===== config.mk =====
export PLATFORM = sky130hd
export DESIGN_NAME = pht_update_scheduler
export DESIGN_NICKNAME = d
export VERILOG_FILES = /design/src/rtl/pht_update_scheduler.sv
export SDC_FILE = /design/constraint.sdc
export NUM_CORES = 1
export LEC_CHECK = 0
export ABC_AREA = 1
export CORE_ASPECT_RATIO = 1.75
export CORE_UTILIZATION = 50
export DETAILED_ROUTE_END_ITERATION = 16
export DONT_BUFFER_PORTS = 1
export GPL_TIMING_DRIVEN = 0
export PLACE_DENSITY = 0.7
export SYNTH_ARGS = -nofsm -noshare
export SYNTH_HDL_FRONTEND = slang
export SYNTH_SLANG_ARGS = --single-unit

===== constraint.sdc =====
create_clock -name clk -period 4.2 [get_ports clk]
set_input_delay 0.84 -clock clk [delete_from_list [all_inputs] [get_ports clk]]
set_output_delay 0.84 -clock clk [all_outputs]
set_load 0.05 [all_outputs]

===== src/rtl/pht_update_scheduler.sv =====
// PHT write scheduler: runs the post-reset init sweep, then drains an in-order
// queue of resolved-branch counter updates onto bank-conflict-free write ports.
module pht_update_scheduler #(
  parameter int ENTRY_NUM   = 2048,
  parameter int ENTRY_WIDTH = 2,
  parameter int BANK_NUM    = 2,
  parameter int REQ_NUM     = 2,
  parameter int WRITE_NUM   = 2,
  parameter int QUEUE_DEPTH = 8,
  parameter int INIT_VALUE  = 2,
  localparam int INDEX_W    = $clog2(ENTRY_NUM),
  localparam int CNT_W      = $clog2(QUEUE_DEPTH) + 1
) (
  input  logic                                    clk,
  input  logic                                    rst,
  input  logic [REQ_NUM-1:0]                      updValid,
  input  logic [REQ_NUM-1:0][INDEX_W-1:0]         updIndex,
  input  logic [REQ_NUM-1:0][ENTRY_WIDTH-1:0]     updValue,
  output logic                                    ready,
  output logic [WRITE_NUM-1:0]                    phtWE,
  output logic [WRITE_NUM-1:0][INDEX_W-1:0]       phtWA,
  output logic [WRITE_NUM-1:0][ENTRY_WIDTH-1:0]   phtWV,
  output logic                                    initDone,
  output logic [CNT_W-1:0]                        queueCount,
  output logic [15:0]                             dropCount,
  output logic                                    dbg_state
);

  localparam int PTR_W  = $clog2(QUEUE_DEPTH);
  localparam int REQ_CW = $clog2(REQ_NUM + 1);
  localparam logic [INDEX_W-1:0] BANK_MASK = INDEX_W'(BANK_NUM - 1);

  typedef enum logic {ST_INIT, ST_RUN} state_e;

  state_e                 state_q, state_d;
  logic [INDEX_W-1:0]     init_idx_q, init_idx_d;
  logic [INDEX_W-1:0]     q_idx_q [QUEUE_DEPTH];
  logic [INDEX_W-1:0]     q_idx_d [QUEUE_DEPTH];
  logic [ENTRY_WIDTH-1:0] q_val_q [QUEUE_DEPTH];
  logic [ENTRY_WIDTH-1:0] q_val_d [QUEUE_DEPTH];
  logic [PTR_W-1:0]       head_q, head_d, tail_q, tail_d;
  logic [CNT_W-1:0]       count_q, count_d;
  logic [15:0]            drop_q, drop_d;

  logic [CNT_W-1:0]       n_enq, n_deq;
  logic [REQ_CW-1:0]      n_drop;
  logic [16:0]            drop_sum;
  logic                   blocked, conflict;
  logic [PTR_W-1:0]       rd_ptr, cmp_ptr, wr_ptr;

  // ready and initDone are forced low while rst is high, whatever the state.
  assign initDone   = !rst && (state_q == ST_RUN);
  assign ready      = initDone && (count_q <= CNT_W'(QUEUE_DEPTH - REQ_NUM));
  assign queueCount = count_q;
  assign dropCount  = drop_q;
  assign dbg_state  = (state_q == ST_RUN);

  always_comb begin
    state_d    = state_q;
    init_idx_d = init_idx_q;
    case (state_q)
      ST_INIT: begin
        init_idx_d = init_idx_q + INDEX_W'(1);
        if (init_idx_q == INDEX_W'(ENTRY_NUM - 1)) state_d = ST_RUN;
      end
      default: state_d = ST_RUN;
    endcase
  end

  // Write ports: port k takes head+k only while every lower port issued and
  // no entry already issued this cycle sits in the same bank.
  always_comb begin
    phtWE   = '0;
    phtWA   = '0;
    phtWV   = '0;
    n_deq   = '0;
    rd_ptr  = '0;
    cmp_ptr = '0;
    conflict = 1'b0;
    blocked = rst || (state_q != ST_RUN);
    if (!rst && state_q == ST_INIT) begin
      phtWE[0] = 1'b1;
      phtWA[0] = init_idx_q;
      phtWV[0] = ENTRY_WIDTH'(INIT_VALUE);
    end
    for (int k = 0; k < WRITE_NUM; k++) begin
      rd_ptr   = head_q + PTR_W'(k);
      conflict = 1'b0;
      for (int j = 0; j < k; j++) begin
        cmp_ptr = head_q + PTR_W'(j);
        if ((q_idx_q[cmp_ptr] & BANK_MASK) == (q_idx_q[rd_ptr] & BANK_MASK)) conflict = 1'b1;
      end
      if (!blocked && (CNT_W'(k) < count_q) && !conflict) begin
        phtWE[k] = 1'b1;
        phtWA[k] = q_idx_q[rd_ptr];
        phtWV[k] = q_val_q[rd_ptr];
        n_deq    = n_deq + CNT_W'(1);
      end else begin
        blocked = 1'b1;
      end
    end
  end

  // Enqueue compacts valid ports into consecutive tail slots.
  always_comb begin
    q_idx_d = q_idx_q;
    q_val_d = q_val_q;
    n_enq   = '0;
    n_drop  = '0;
    wr_ptr  = '0;
    for (int i = 0; i < REQ_NUM; i++) begin
      if (updValid[i]) begin
        if (ready) begin
          wr_ptr          = tail_q + PTR_W'(n_enq);
          q_idx_d[wr_ptr] = updIndex[i];
          q_val_d[wr_ptr] = updValue[i];
          n_enq           = n_enq + CNT_W'(1);
        end else begin
          n_drop = n_drop + REQ_CW'(1);
        end
      end
    end
    tail_d   = tail_q + PTR_W'(n_enq);
    head_d   = head_q + PTR_W'(n_deq);
    count_d  = count_q + n_enq - n_deq;
    drop_sum = {1'b0, drop_q} + 17'(n_drop);
    drop_d   = drop_sum[16] ? 16'hFFFF : drop_sum[15:0];
  end

  always_ff @(posedge clk) begin
    if (rst) begin
      state_q    <= ST_INIT;
      init_idx_q <= '0;
      head_q     <= '0;
      tail_q     <= '0;
      count_q    <= '0;
      drop_q     <= '0;
    end else begin
      state_q    <= state_d;
      init_idx_q <= init_idx_d;
      head_q     <= head_d;
      tail_q     <= tail_d;
      count_q    <= count_d;
      drop_q     <= drop_d;
    end
  end

  // Queue payload needs no reset: occupancy alone decides what is live.
  always_ff @(posedge clk) begin
    q_idx_q <= q_idx_d;
    q_val_q <= q_val_d;
  end

endmodule


# --- Word level (Yosys, flattened, before mapping) ---
# Cells that the tools add are included.
# W data, S select, Z words.
totals:
  reg_bits: 142
  inputBits: 30
  output_inout_bits: 51
op_classes:
  n_addsub: 11
  n_lt_le_gt_ge: 9
  n_eq_ne: 2
  muxes: 56
  n_bitwise: 5
  n_reduce_logical: 13
op_table:
  columns: ["op", "count"]
  rows:
  - ["$mux W88", 4]
  - ["$bwmux W88", 2]
  - ["$mux W11", 9]
  - ["$mux W16", 5]
  - ["$bmux W11 S3", 2]
  - ["$demux W11 S3", 2]
  - ["$bwmux W16", 2]
  - ["$mux W2", 11]
  - ["$add A16 B2 Y17", 1]
  - ["$ge A4 B4 Y1 const B", 4]
  - ["$not A3 Y4", 4]
  - ["$bmux W2 S3", 2]
  - ["$demux W2 S3", 2]
  - ["$mux W1", 12]
  - ["$mux W4", 3]
  - ["$add A11 B1 Y11 const B", 1]
  - ["$eq A11 B11 Y1 const B", 1]
  - ["$add A3 B3 Y3", 3]
  - ["$add A4 B1 Y4 const B", 2]
  - ["$logic_and A1 B1 Y1", 8]
  - ["$lt A1 B4 Y1 const A", 2]
  - ["$lt A4 B1 Y1 const B", 2]
  - ["$add A4 B4 Y4", 1]
  - ["$le A4 B3 Y1 const B", 1]
  - ["other kinds (7)", 10]

# --- Depth between registers and ports, before layout ---
# Gate-level depths: netlist of the first run.
logic_depth:
  word_depth: 14
  depth_mapped: 20
  depth_no_buf: 18

# --- Least setup slack after synthesis of the first run ---
# Ideal clock, no wire load.
synth_timing:
  path_type: "input to register"
  start: "input port rst"
  end: "register count_q[2], in the netlist queueCount[2]"
  setup_time_ns: 0.128
  arrival_ns: 3.354
  required_ns: 4.072
  setup_slack_ns: 0.718
  path_stages: 13
  n_path_buf: 1
  cell_sequence: "inv_2 -> nand2_2 -> inv_1 -> nand2_1 -> inv_1 -> clkbuf_1 -> ha_1 -> inv_1 -> fa_1 -> inv_1 -> fa_1 -> xor2_1 -> nor2_1"
synth_via:
  elab_chain_cells: 10
synth_rtl:
  columns: ["item", "line_no", "rtl"]
  rows:
  - ["start, declared", "15", "input logic rst,"]
  - ["$logic_not A1 Y1 *", "52", "assign initDone = !rst && (state_q == ST_RUN);"]
  - ["$logic_and A1 B1 Y1 *", "52", null]
  - ["via initDone", "23", "output logic initDone,"]
  - ["$logic_and A1 B1 Y1 *", "53", "assign ready = initDone && (count_q <= CNT_W'(QUEUE_DEPTH - REQ_NUM));"]
  - ["$mux W1", "113", "if (ready) begin"]
  - ["$mux W1", "112", "if (updValid[i]) begin"]
  - ["$add A4 B1 Y4", "117", "n_enq = n_enq + CNT_W'(1);"]
  - ["$mux W4", "113", null]
  - ["$mux W4 *", "112", null]
  - ["$add A4 B4 Y4 *", "125", "count_d = count_q + n_enq - n_deq;"]
  - ["$sub A4 B4 Y4 *", "125", null]
  - ["end signal, assigned", "143", "count_q <= count_d;"]
  - ["end, declared", "42", "logic [CNT_W-1:0] count_q, count_d;"]
# Mark *: on every way through the listed nets, which the timed path passes. The rest lies on a longest branch.
# A chain may end at the register's enable or synchronous reset.

==> results of run 1 <==
## synthesized netlist by cell type
master | count | area (µm²)
sky130_fd_sc_hd__inv_2 | 4 | 15.0
sky130_fd_sc_hd__ha_1 | 15 | 188
sky130_fd_sc_hd__nor2_2 | 1 | 6.26
sky130_fd_sc_hd__nor3_4 | 2 | 32.5
sky130_fd_sc_hd__nand4_1 | 4 | 25.0
sky130_fd_sc_hd__buf_6 | 2 | 22.5
sky130_fd_sc_hd__buf_4 | 13 | 97.6
sky130_fd_sc_hd__nand3b_1 | 1 | 7.51
sky130_fd_sc_hd__clkbuf_1 | 47 | 176
sky130_fd_sc_hd__xnor2_1 | 5 | 43.8
sky130_fd_sc_hd__o21ai_0 | 185 | 926
sky130_fd_sc_hd__o21ai_1 | 1 | 5.00
sky130_fd_sc_hd__buf_2 | 19 | 95.1
sky130_fd_sc_hd__o22ai_1 | 1 | 6.26
sky130_fd_sc_hd__or2_2 | 1 | 6.26
sky130_fd_sc_hd__nor3_1 | 6 | 30.0
sky130_fd_sc_hd__nor2_1 | 60 | 225
sky130_fd_sc_hd__buf_1 | 7 | 26.3
sky130_fd_sc_hd__fa_1 | 5 | 100
sky130_fd_sc_hd__a21oi_1 | 106 | 531
sky130_fd_sc_hd__o211ai_1 | 10 | 75.1
sky130_fd_sc_hd__inv_1 | 205 | 769
sky130_fd_sc_hd__dfxtp_1 | 142 | 2840
sky130_fd_sc_hd__xor2_1 | 9 | 78.8
sky130_fd_sc_hd__nand2_1 | 300 | 1130
sky130_fd_sc_hd__nor2_4 | 1 | 11.3
sky130_fd_sc_hd__nand3_1 | 288 | 1440
sky130_fd_sc_hd__a31oi_1 | 1 | 6.26
sky130_fd_sc_hd__nand2_2 | 6 | 37.5
sky130_fd_sc_hd__clkinv_1 | 1 | 3.75
sky130_fd_sc_hd__nand2_4 | 5 | 56.3
## through the flow
| stage | hold slack [ps] | setup WS, ps | cell area, µm² | total power (µW) | cells |
|---|---|---|---|---|---|
| 2_1_floorplan | 449 | 718 | 9010 | 1460 | 1453 |
| 6_report | 477 | 231 | 9910 | 3000 | 1714 |
| 3_5_place_dp | 469 | 98.4 | 9300 | 1500 | 1684 |
| 4_1_cts | 477 | 51.0 | 9900 | 3010 | 1715 |
| 3_3_place_gp | 457 | 87.1 | 9300 | 1500 | 1684 |
| 5_1_grt | 503 | 68.8 | 9910 | 3060 | 1714 |
## worst register-to-register path: cells and delay by family (launching register included)
family,cells,cell delay (ps)
flops,1,330
fa+ha+maj,4,1490
simple gates,8,720
buf+inv,4,960
compound gates,2,270
## path summary, 6_finish.rpt
kind	from	endpoint	slack (ps)	cells after the start
max	dbg_state	phtWA[6]	230	7
min	init_idx_q[10]	init_idx_q[10]	480	2
max reg2reg	head_q[0]	queueCount[3]	290	18
min reg2reg	init_idx_q[10]	init_idx_q[10]	480	2
## cells in the final DEF, fill, tap and decap left out, types with 2 or more instances in the layout
| cell | count |
|---|---|
| sky130_fd_sc_hd__a21oi_1 | 105 |
| sky130_fd_sc_hd__buf_1 | 7 |
| sky130_fd_sc_hd__buf_2 | 18 |
| sky130_fd_sc_hd__buf_4 | 13 |
| sky130_fd_sc_hd__buf_6 | 2 |
| sky130_fd_sc_hd__bufinv_16 | 2 |
| sky130_fd_sc_hd__clkbuf_1 | 50 |
| sky130_fd_sc_hd__clkbuf_16 | 17 |
| sky130_fd_sc_hd__clkbuf_8 | 4 |
| sky130_fd_sc_hd__clkinv_2 | 3 |
| sky130_fd_sc_hd__clkinvlp_4 | 2 |
| sky130_fd_sc_hd__dfxtp_1 | 141 |
| sky130_fd_sc_hd__fa_1 | 5 |
| sky130_fd_sc_hd__ha_1 | 15 |
| sky130_fd_sc_hd__inv_1 | 203 |
| sky130_fd_sc_hd__inv_2 | 5 |
| sky130_fd_sc_hd__nand2_1 | 300 |
| sky130_fd_sc_hd__nand2_2 | 6 |
| sky130_fd_sc_hd__nand2_4 | 5 |
| sky130_fd_sc_hd__nand3_1 | 288 |
| sky130_fd_sc_hd__nand4_1 | 4 |
| sky130_fd_sc_hd__nor2_1 | 60 |
| sky130_fd_sc_hd__nor3_1 | 6 |
| sky130_fd_sc_hd__nor3_4 | 2 |
| sky130_fd_sc_hd__o211ai_1 | 10 |
| sky130_fd_sc_hd__o21ai_0 | 176 |
| sky130_fd_sc_hd__o21ai_1 | 5 |
| sky130_fd_sc_hd__o21ai_2 | 5 |
| sky130_fd_sc_hd__xnor2_1 | 5 |
| sky130_fd_sc_hd__xor2_1 | 9 |
## flip-flops by register name, indices dropped and copies added, names as in the netlist
signal / count
tail_q: 3
dbg_state: 1
queueCount: 4
dropCount: 16
q_val_q: 16
head_q: 3
init_idx_q: 11
q_idx_q: 88
## power groups by stage
stage               registers, µW  clock network [µW]  logic (µW)
floorplan                    1410                   0        56.1
global placement             1410                   0        87.2
detailed placement           1410                   0        88.4
CTS                          1380                1540        89.7
global route                 1380                1590        96.0
finish                       1380                1530        91.6
## what timing repair did
item,CTS,global route
setup endpoints to repair,7,15
resized for setup,6,4
endpoints found under the hold margin,0,0
## per-layer routing
layer,vias up,global-route usage,part of all wire
li1,4775,-,-
met1,4507,0.439,0.35
met2,559,0.652,0.48
met3,175,0.0781,0.082
met4,0,0.314,0.087
met5,-,0,0
## kinds of logic (layout without fill, tap and decap cells)
logic type | count (synthesis) | in the layout | synth area share
XOR/XNOR | 14 | 14 | 0.0136
AND/OR/NAND/NOR | 675 | 675 | 0.333
flip-flops | 142 | 142 | 0.315
buffers and inverters | 298 | 328 | 0.134
adder cells (fa/ha/maj) | 20 | 20 | 0.0319
AO/OA/AOI/OAI | 304 | 304 | 0.172
## final cells by class
type	instances	area (µm²)	area share
Clock inverter	6	82.6	0.00834
Inverter	210	792	0.0799
Buffer	87	417	0.0421
Clock buffer	25	495	0.0500
Tap cell	231	289	0.0292
Sequential cell	142	2840	0.287
Multi-Input combinational cell	1013	4990	0.503
==> impl_summary.log, run 1 <==
[metrics] area of the core: 0.0175 mm²
[metrics] CTS clk-pin slew, worst paths: approximately 60 ps
[metrics] slew of the pin with the lowest slew margin: 1080 ps
[metrics] power density of the placed cells: approximately 300 mW/mm²
[metrics] number of top-level pins: between 80 and 90
[metrics] cell-internal power: 2300 µW
[metrics] Antenna Cells: 0
[metrics] full die area: 0.0186 mm²
[metrics] CTS max path bufs: 2
[metrics] effective utilization at floorplan: 0.514
[metrics] clock latency on the worst-skew pair: ~440 ps
[metrics] number of global-route vias before repair: 9535
[metrics] clock buffers created by TritonCTS: 17
[metrics] largest net degree at the start of global routing: 17
[metrics] required time of the critical path: 3360 ps
[metrics] RSZ-0062 raised after global routing: false
[metrics] Net Sw Power: between 600 and 700 µW
[metrics] count of state elements after synthesis: 142
[metrics] Reg power frac: 0.460
[metrics] wire length of the first global-routing pass: approximately 54000 µm
[metrics] count of yosys warnings during synthesis: 0
[metrics] final setup violation count: 0
[metrics] H-Tree Level Count: 4
[metrics] Fin Clk Skew: approximately 5 ps
[metrics] count of nets after finishing: between 1500 and 2000
[metrics] crit-path most repeated cell: sky130_fd_sc_hd__inv_1
[metrics] hpwl dp: approximately 27000 µm
[metrics] GRT Total Usage: 0.399
[metrics] area added between synthesis and finish: 9.91%
[metrics] Crit Path Category: reg2out
[metrics] post-CTS setup buffer count: 0
[metrics] die extent in y: about 180 µm
[metrics] crit-path cells: nand2_2 > inv_1 > nand2_1 > inv_1 > clkbuf_1 > nand3_1 > o21ai_1
[metrics] Max-cap violations: 0
[metrics] worst path bufs/invs: 3
[metrics] post-route ant nets: 0
[metrics] Synth Cell Area: approximately 0.009 mm²
[metrics] gate family responsible for the most delay along the worst path: buffers and inverters
[metrics] element type at the critical path end: output port
[metrics] mean number of vias per cell: around 6
[metrics] share of the core filled with cells in the final layout: 0.565
[metrics] ratio of cells with drive above 1 in the final layout: 0.0607
[metrics] detailed-route DRC error count: 0
[metrics] fillcell total: 1840
[metrics] Sink Count: around 140
[metrics] leakage power total: approximately 0.0051 µW
[metrics] buffers added on ports: 0
[metrics] Placement Rows: 64
[metrics] total vias in the final route: roughly 10000
[metrics] worst min-delay path category: reg2reg
[metrics] outcome: finished clean
[metrics] Data arrival, critical path: 3130 ps
[metrics] Sum Neg Setup Slack: 0 ps
[metrics] CP Launch Type: register
[metrics] total wire length after detailed routing: 35600 µm
[metrics] Max stage delay cell, worst path: sky130_fd_sc_hd__dfxtp_2
[metrics] number of hold-slack violations in the final timing report: 0
[metrics] Final Cycle Share: 0.945
[metrics] number of cells produced by synthesis: ~1500
[metrics] highest attainable clock frequency: 252 MHz
[metrics] number of buffers inserted by hold repair at cts: 0
[metrics] peak per-stage delay on the critical path: 570 ps
[metrics] share of total power consumed by net switching: 0.232
[metrics] clock network fraction of design power: 0.510
[metrics] DRC marker count from the first detailed-route iteration: roughly 960
[metrics] combinational power share: 0.031
[metrics] cell chosen for the clock root: sky130_fd_sc_hd__clkbuf_16
[metrics] floorplan die width: 103 µm
[metrics] weighted congestion reported at the end of routability-driven placement: 0.989
[metrics] Period minus WS final: slightly below 4000 ps
[metrics] share of synthesized area occupied by flip-flops and latches: 0.315
[metrics] Max IR drop VDD: approximately 250 µV
[metrics] post-synth cell types: 31
[metrics] final routed wire length divided by cell count: 20.8 µm
[metrics] total overflow reported by the global router: 0
[metrics] antenna violations before repair: 0
[metrics] iteration count of the initial detailed-routing pass: 6
[metrics] biggest fanout along the worst timing path: 10
[metrics] CTS tree: yes
[metrics] Relative slew margins: 0.289
[metrics] number of max-slew violations in the final report: 0
[metrics] Synth Area per Inst: between 6 and 7 µm²
[metrics] total nets after synthesis: between 1500 and 2000
Power figures use the tool's default switching activity.
==> run 2, diff against run 1 <==
--- a/config.mk
+++ b/config.mk
@@ -7,11 +7,10 @@
 export LEC_CHECK = 0
 export ABC_AREA = 1
 export CORE_ASPECT_RATIO = 1.75
-export CORE_UTILIZATION = 50
+export CORE_UTILIZATION = 54
 export DETAILED_ROUTE_END_ITERATION = 16
 export DONT_BUFFER_PORTS = 1
-export GPL_TIMING_DRIVEN = 0
-export PLACE_DENSITY = 0.7
+export PLACE_DENSITY = 0.71
 export SYNTH_ARGS = -nofsm -noshare
 export SYNTH_HDL_FRONTEND = slang
 export SYNTH_SLANG_ARGS = --single-unit
==> impl_summary.log, run 2 (synthesis gave the netlist of run 1 again) <==
[metrics] DRC marker count from the first detailed-route iteration: around 990
[metrics] Final Cycle Share: 0.878
[metrics] number of cells upsized or downsized after cts: 0
[metrics] worst min-delay path category: in2reg
[metrics] total overflow reported by the global router: 0
[metrics] final routed wire length divided by cell count: around 19 µm
[metrics] Max stage delay cell, worst path: sky130_fd_sc_hd__xnor2_1
[metrics] worst reg-to-reg path cell count: 16
[metrics] Fin Clk Skew: 13.3 ps
[metrics] slew of the pin with the lowest slew margin: 1170 ps
[metrics] area of the core: approximately 0.016 mm²
[metrics] biggest fanout along the worst timing path: 19
[metrics] wire length of the first global-routing pass: ~49000 µm
[metrics] number of buffers inserted by hold repair at cts: 0
[metrics] Relative slew margins: 0.219
[metrics] total wire length after detailed routing: around 32000 µm
[metrics] Max IR drop VDD: ~240 µV
[metrics] count of nets after finishing: between 1000 and 1500
[metrics] Max-cap violations: 0
[metrics] leakage power total: ~0.0052 µW
[metrics] Placement Rows: between 60 and 70
[metrics] highest-count cells in the layout ignoring fill and taps: sky130_fd_sc_hd__nand2_1 (300), sky130_fd_sc_hd__nand3_1 (288), sky130_fd_sc_hd__inv_1 (205)
[metrics] power density of the placed cells: slightly above 300 mW/mm²
[metrics] effective utilization at floorplan: 0.551
[metrics] buffers added on ports: 0
[metrics] number of max-slew violations in the final report: 0
[metrics] flip-flop count of the largest register, all copies and words added: 88
[metrics] most common library cell in the layout ignoring fill and taps: sky130_fd_sc_hd__nand2_1
[metrics] area occupied by registers: between 0.002 and 0.003 mm²
[metrics] CTS clk-pin slew, worst paths: approximately 70 ps
[metrics] Crit Path Category: reg2out
[metrics] CTS tree: yes
[metrics] total vias in the final route: 9883
[metrics] post-route ant nets: 0
[metrics] number of global-route vias before repair: ~9000
[metrics] outcome: finished clean
[metrics] peak per-stage delay on the critical path: between 700 and 800 ps
[metrics] required time of the critical path: around 3400 ps
[metrics] Sum Neg Setup Slack: 0 ps
[metrics] GRT Total Usage: 0.372
[metrics] full die area: approximately 0.017 mm²
[metrics] antenna violations before repair: 0
[metrics] ratio of cells with drive above 1 in the final layout: 0.0784
[metrics] final setup violation count: 0
[metrics] floorplan die width: roughly 100 µm
[metrics] H-Tree Level Count: 4
[metrics] Reg with most FFs: q_idx_q
[metrics] element type at the critical path end: output port
[metrics] weighted congestion reported at the end of routability-driven placement: about 0.9
[metrics] crit-path cells: buf_4 > ha_1 > xnor2_1 > nand2_1 > nand2_1 > nand2_1 > nand3_1 > buf_4 > nor2_1 > buf_4
[metrics] clock buffers created by TritonCTS: 17
[metrics] Antenna Cells: 0
[metrics] RSZ-0062 raised after global routing: false
[metrics] hpwl dp: ~21000 µm
[metrics] Period minus WS final: roughly 3700 ps
[metrics] Data arrival, critical path: 2850 ps
[metrics] Sink Count: ~140
[metrics] number of top-level pins: 81
[metrics] Post-Route Hold Slack: approximately 460 ps
[metrics] detailed-route DRC error count: 0
[metrics] CP Launch Type: register
[metrics] cell chosen for the clock root: sky130_fd_sc_hd__clkbuf_16
[metrics] die extent in y: about 170 µm
[metrics] highest attainable clock frequency: around 270 MHz
[metrics] number of hold-slack violations in the final timing report: 0
[metrics] area of the multi-input gates: between 0.004 and 0.005 mm²
[metrics] fillcell total: between 1500 and 2000
[metrics] CTS max path bufs: 2
[metrics] clock latency on the worst-skew pair: approximately 440 ps
[metrics] post-CTS setup buffer count: 0
[metrics] area added between synthesis and finish: 10.0%
[metrics] iteration count of the initial detailed-routing pass: 5
[metrics] mean number of vias per cell: 5.89
[metrics] worst hold path cell count: 1
[metrics] largest net degree at the start of global routing: 73
-- run 2: cell types whose count changed in the layout (fill, tap and decap cells not counted), sizes merged --
cell	delta
buf	+17
bufinv	-1
clkbuf	-53
clkinv	+2
clkinvlp	-1
inv	+7
-- run 2: report_power, final --
part / switching [µW] / internal, µW
Clock: 679 / 858
Combinational: 61.8 / 17.0
Sequential: 24.5 / 1350
-- run 2: layout make-up --
| class | instances | share of cell area |
|---|---|---|
| sequential | 142 | 0.287 |
| multi-input combinational | 1013 | 0.501 |
| clock inverter | 13 | 0.0127 |
| timing repair buffer | 57 | 0.0457 |
| tap | 224 | 0.0283 |
| clock buffer | 19 | 0.0457 |
| inverter | 210 | 0.0795 |
-- run 2: critical path, delay by kind of cell, from the launching register on --
family / cells / cell delay, ps
xor+xnor: 1 / 710
simple gates: 5 / 510
buf+inv: 3 / 660
fa+ha+maj: 1 / 240
flops: 1 / 300
-- run 2: path summary, 6_finish.rpt --
check	start	end	slack (ps)
max reg2reg	head_q[1]	queueCount[3]	690
min reg2reg	init_idx_q[10]	init_idx_q[10]	480
max	head_q[1]	phtWV[3]	510
min	rst	dropCount[3]	460
-- run 2: stage by stage --
stage,total power (µW),util,setup slack [ps],std cells,cell area (µm²)
4_1_cts,2990,0.606,565,1678,9920
6_report,2990,0.606,512,1678,9920
5_1_grt,3050,0.606,299,1678,9920
3_3_place_gp,1480,0.570,844,1646,9340
3_5_place_dp,1490,0.570,725,1646,9340
2_1_floorplan,1460,-,718,1453,9010
-- run 2: per-layer routing --
layer,track usage,part of all wire,vias to the layer above,routed length (µm)
met5,0,0,-,0
met4,0.237,0.063,0,1990
met3,0.0622,0.084,141,2660
met2,0.630,0.49,554,15400
met1,0.428,0.37,4475,11700
li1,-,-,4713,-
==> run 3, diff against run 2 <==
--- a/config.mk
+++ b/config.mk
@@ -7,10 +7,10 @@
 export LEC_CHECK = 0
 export ABC_AREA = 1
 export CORE_ASPECT_RATIO = 1.75
-export CORE_UTILIZATION = 54
+export CORE_UTILIZATION = 40
 export DETAILED_ROUTE_END_ITERATION = 16
 export DONT_BUFFER_PORTS = 1
-export PLACE_DENSITY = 0.71
+export PLACE_DENSITY = 0.56
 export SYNTH_ARGS = -nofsm -noshare
 export SYNTH_HDL_FRONTEND = slang
 export SYNTH_SLANG_ARGS = --single-unit
==> impl_summary.log, run 3 (synthesis gave the netlist of run 1 again) <==
[metrics] iteration count of the initial detailed-routing pass: 6
[metrics] required time of the critical path: approximately 3400 ps
[metrics] number of cells upsized or downsized after cts: 0
[metrics] cell chosen for the clock root: sky130_fd_sc_hd__clkbuf_16
[metrics] clock buffers created by TritonCTS: 17
[metrics] Max stage delay cell, worst path: sky130_fd_sc_hd__buf_4
[metrics] fillcell total: between 2000 and 2500
[metrics] CTS tree: yes
[metrics] Fin Clk Skew: approximately 11 ps
[metrics] flip-flop count of the largest register, all copies and words added: a little under 90
[metrics] area occupied by registers: 0.00284 mm²
[metrics] Reg with most FFs: q_idx_q
[metrics] number of global-route vias before repair: 9167
[metrics] GRT Total Usage: 0.306
[metrics] hpwl dp: between 20000 and 25000 µm
[metrics] H-Tree Level Count: 4
[metrics] cell-internal power: between 2000 and 3000 µW
[metrics] Post-Place Worst Slack: about 800 ps
[metrics] peak per-stage delay on the critical path: ~700 ps
[metrics] worst path bufs/invs: 2
[metrics] RSZ-0062 raised after global routing: false
[metrics] most utilized layer in the global route result: met2
[metrics] worst min-delay path category: in2reg
[metrics] Relative slew margins: 0.384
[metrics] CTS max path bufs: 2
[metrics] Sum Neg Setup Slack: 0 ps
[metrics] Antenna Cells: 0
[metrics] power density of the placed cells: around 320 mW/mm²
[metrics] worst reg-to-reg path cell count: 17
[metrics] reg-to-reg startpoint: queueCount[2]
[metrics] buffers added on ports: 0
[metrics] slew of the pin with the lowest slew margin: approximately 920 ps
[metrics] total wire length after detailed routing: about 34000 µm
[metrics] biggest fanout along the worst timing path: roughly 90
[metrics] area of the multi-input gates: 0.00497 mm²
[metrics] post-detailed-placement cell area: about 0.0095 mm²
[metrics] GR Util met3: 0.0504
[metrics] post-CTS setup buffer count: 0
[metrics] Crit Path Category: reg2out
[metrics] Post-Route Hold Slack: about 460 ps
[metrics] clock latency on the worst-skew pair: around 450 ps
[metrics] ratio of cells with drive above 1 in the final layout: 0.0783
[metrics] area of the core: around 0.022 mm²
[metrics] combinational power share: 0.024
[metrics] number of buffers inserted by hold repair at cts: 0
[metrics] element type at the critical path end: output port
[metrics] leakage power total: 0.00524 µW
[metrics] depth of the critical timing path with buffers and inverters included: 6
[metrics] post-route ant nets: 0
[metrics] final setup violation count: 0
[metrics] floorplan die width: 115 µm
[metrics] DRC marker count from the first detailed-route iteration: about 840
[metrics] grt met2 use: 0.508
[metrics] crit-path cells: inv_2 > buf_4 > o21ai_0 > nand3_1 > nand3_1 > nand2_1
[metrics] Placement Rows: between 70 and 80
[metrics] final instance area: between 0.01 and 0.015 mm²
[metrics] setup slack on the worst flop-to-flop path: about 870 ps
[metrics] number of hold-slack violations in the final timing report: 0
[metrics] Max-cap violations: 0
[metrics] gate family responsible for the most delay along the worst path: buffers and inverters
[metrics] mean number of vias per cell: 5.51
[metrics] die extent in y: roughly 200 µm
[metrics] wire length of the first global-routing pass: 52300 µm
[metrics] Sink Count: 142
[metrics] Final Cycle Share: 0.873
[metrics] outcome: finished clean
[metrics] CTS clk-pin slew, worst paths: 60 ps
[metrics] Reg power frac: 0.420
[metrics] Period minus WS final: about 3700 ps
[metrics] number of max-slew violations in the final report: 0
[metrics] CP Launch Point: head_q[0]
[metrics] crit-path most repeated cell: sky130_fd_sc_hd__nand3_1
[metrics] highest-count cells in the layout ignoring fill and taps: sky130_fd_sc_hd__nand2_1 (300), sky130_fd_sc_hd__nand3_1 (288), sky130_fd_sc_hd__inv_1 (205)
[metrics] area added between synthesis and finish: 12.5%
[metrics] met1 track utilization from global routing: 0.349
[metrics] largest net degree at the start of global routing: about 110
[metrics] Max IR drop VDD: ~200 µV
[metrics] Net Sw Power: between 700 and 800 µW
[metrics] Critical path destination: phtWA[4]
[metrics] number of top-level pins: between 80 and 90
[metrics] PnR worst setup slack: between 500 and 600 ps
[metrics] highest attainable clock frequency: 273 MHz
[metrics] Data arrival, critical path: roughly 2800 ps
[metrics] total overflow reported by the global router: 0
[metrics] full die area: approximately 0.023 mm²
[metrics] detailed-route DRC error count: 0
[metrics] total vias in the final route: around 9700
[metrics] final routed wire length divided by cell count: between 15 and 20 µm
[metrics] antenna violations before repair: 1
[metrics] most common library cell in the layout ignoring fill and taps: sky130_fd_sc_hd__nand2_1
[metrics] R2R Path End: dropCount[10]
[metrics] CP Launch Type: register
[metrics] count of nets after finishing: between 1000 and 1500
[metrics] share of total power consumed by net switching: 0.217
[metrics] clock network fraction of design power: 0.556
[metrics] weighted congestion reported at the end of routability-driven placement: 0.919
[metrics] effective utilization at floorplan: 0.408
==> run 3: per-layer routing <==
metal  vias up  share of wire
li1       4713              -
met1      4448           0.39
met2       377           0.48
met3       120          0.060
met4         0          0.070
met5         -              0
==> run 3: worst min-delay path by stage <==
stage,startpoint,endpoint,slack (ps),cells after the start
CTS,rst,dropCount[7],440,1
finish,rst,dropCount[4],460,1
detailed placement,init_idx_q[10],init_idx_q[10],460,2
global route,rst,dropCount[7],440,1
floorplan,init_idx_q[10],init_idx_q[10],450,2
global placement,init_idx_q[10],init_idx_q[10],460,2
==> run 3: layout make-up <==
| cell class | instances | area share |
|---|---|---|
| Timing Repair Buffer | 61 | 0.0476 |
| Clock inverter | 11 | 0.0233 |
| Multi-Input combinational cell | 1013 | 0.490 |
| Clock buffer | 19 | 0.0447 |
| Inverter | 210 | 0.0777 |
| Sequential cell | 142 | 0.280 |
| Tap cell | 296 | 0.0365 |
==> run 3: power groups by stage <==
stage / registers [µW] / logic, µW / clock network, µW
after global routing: 1380 / 86.4 / 1890
after global placement: 1410 / 79.2 / 0
after floorplan: 1410 / 56.1 / 0
final: 1380 / 78.2 / 1830
after CTS: 1380 / 78.5 / 1840
after detailed placement: 1410 / 78.0 / 0
==> run 3: stage by stage <==
stage | power [µW] | instances | utilization
final | 3280 | 1752 | 0.460
after global routing | 3360 | 1752 | 0.460
after CTS | 3300 | 1752 | 0.460
after detailed placement | 1490 | 1722 | 0.428
after global placement | 1490 | 1722 | 0.428
after floorplan | 1460 | 1453 | -
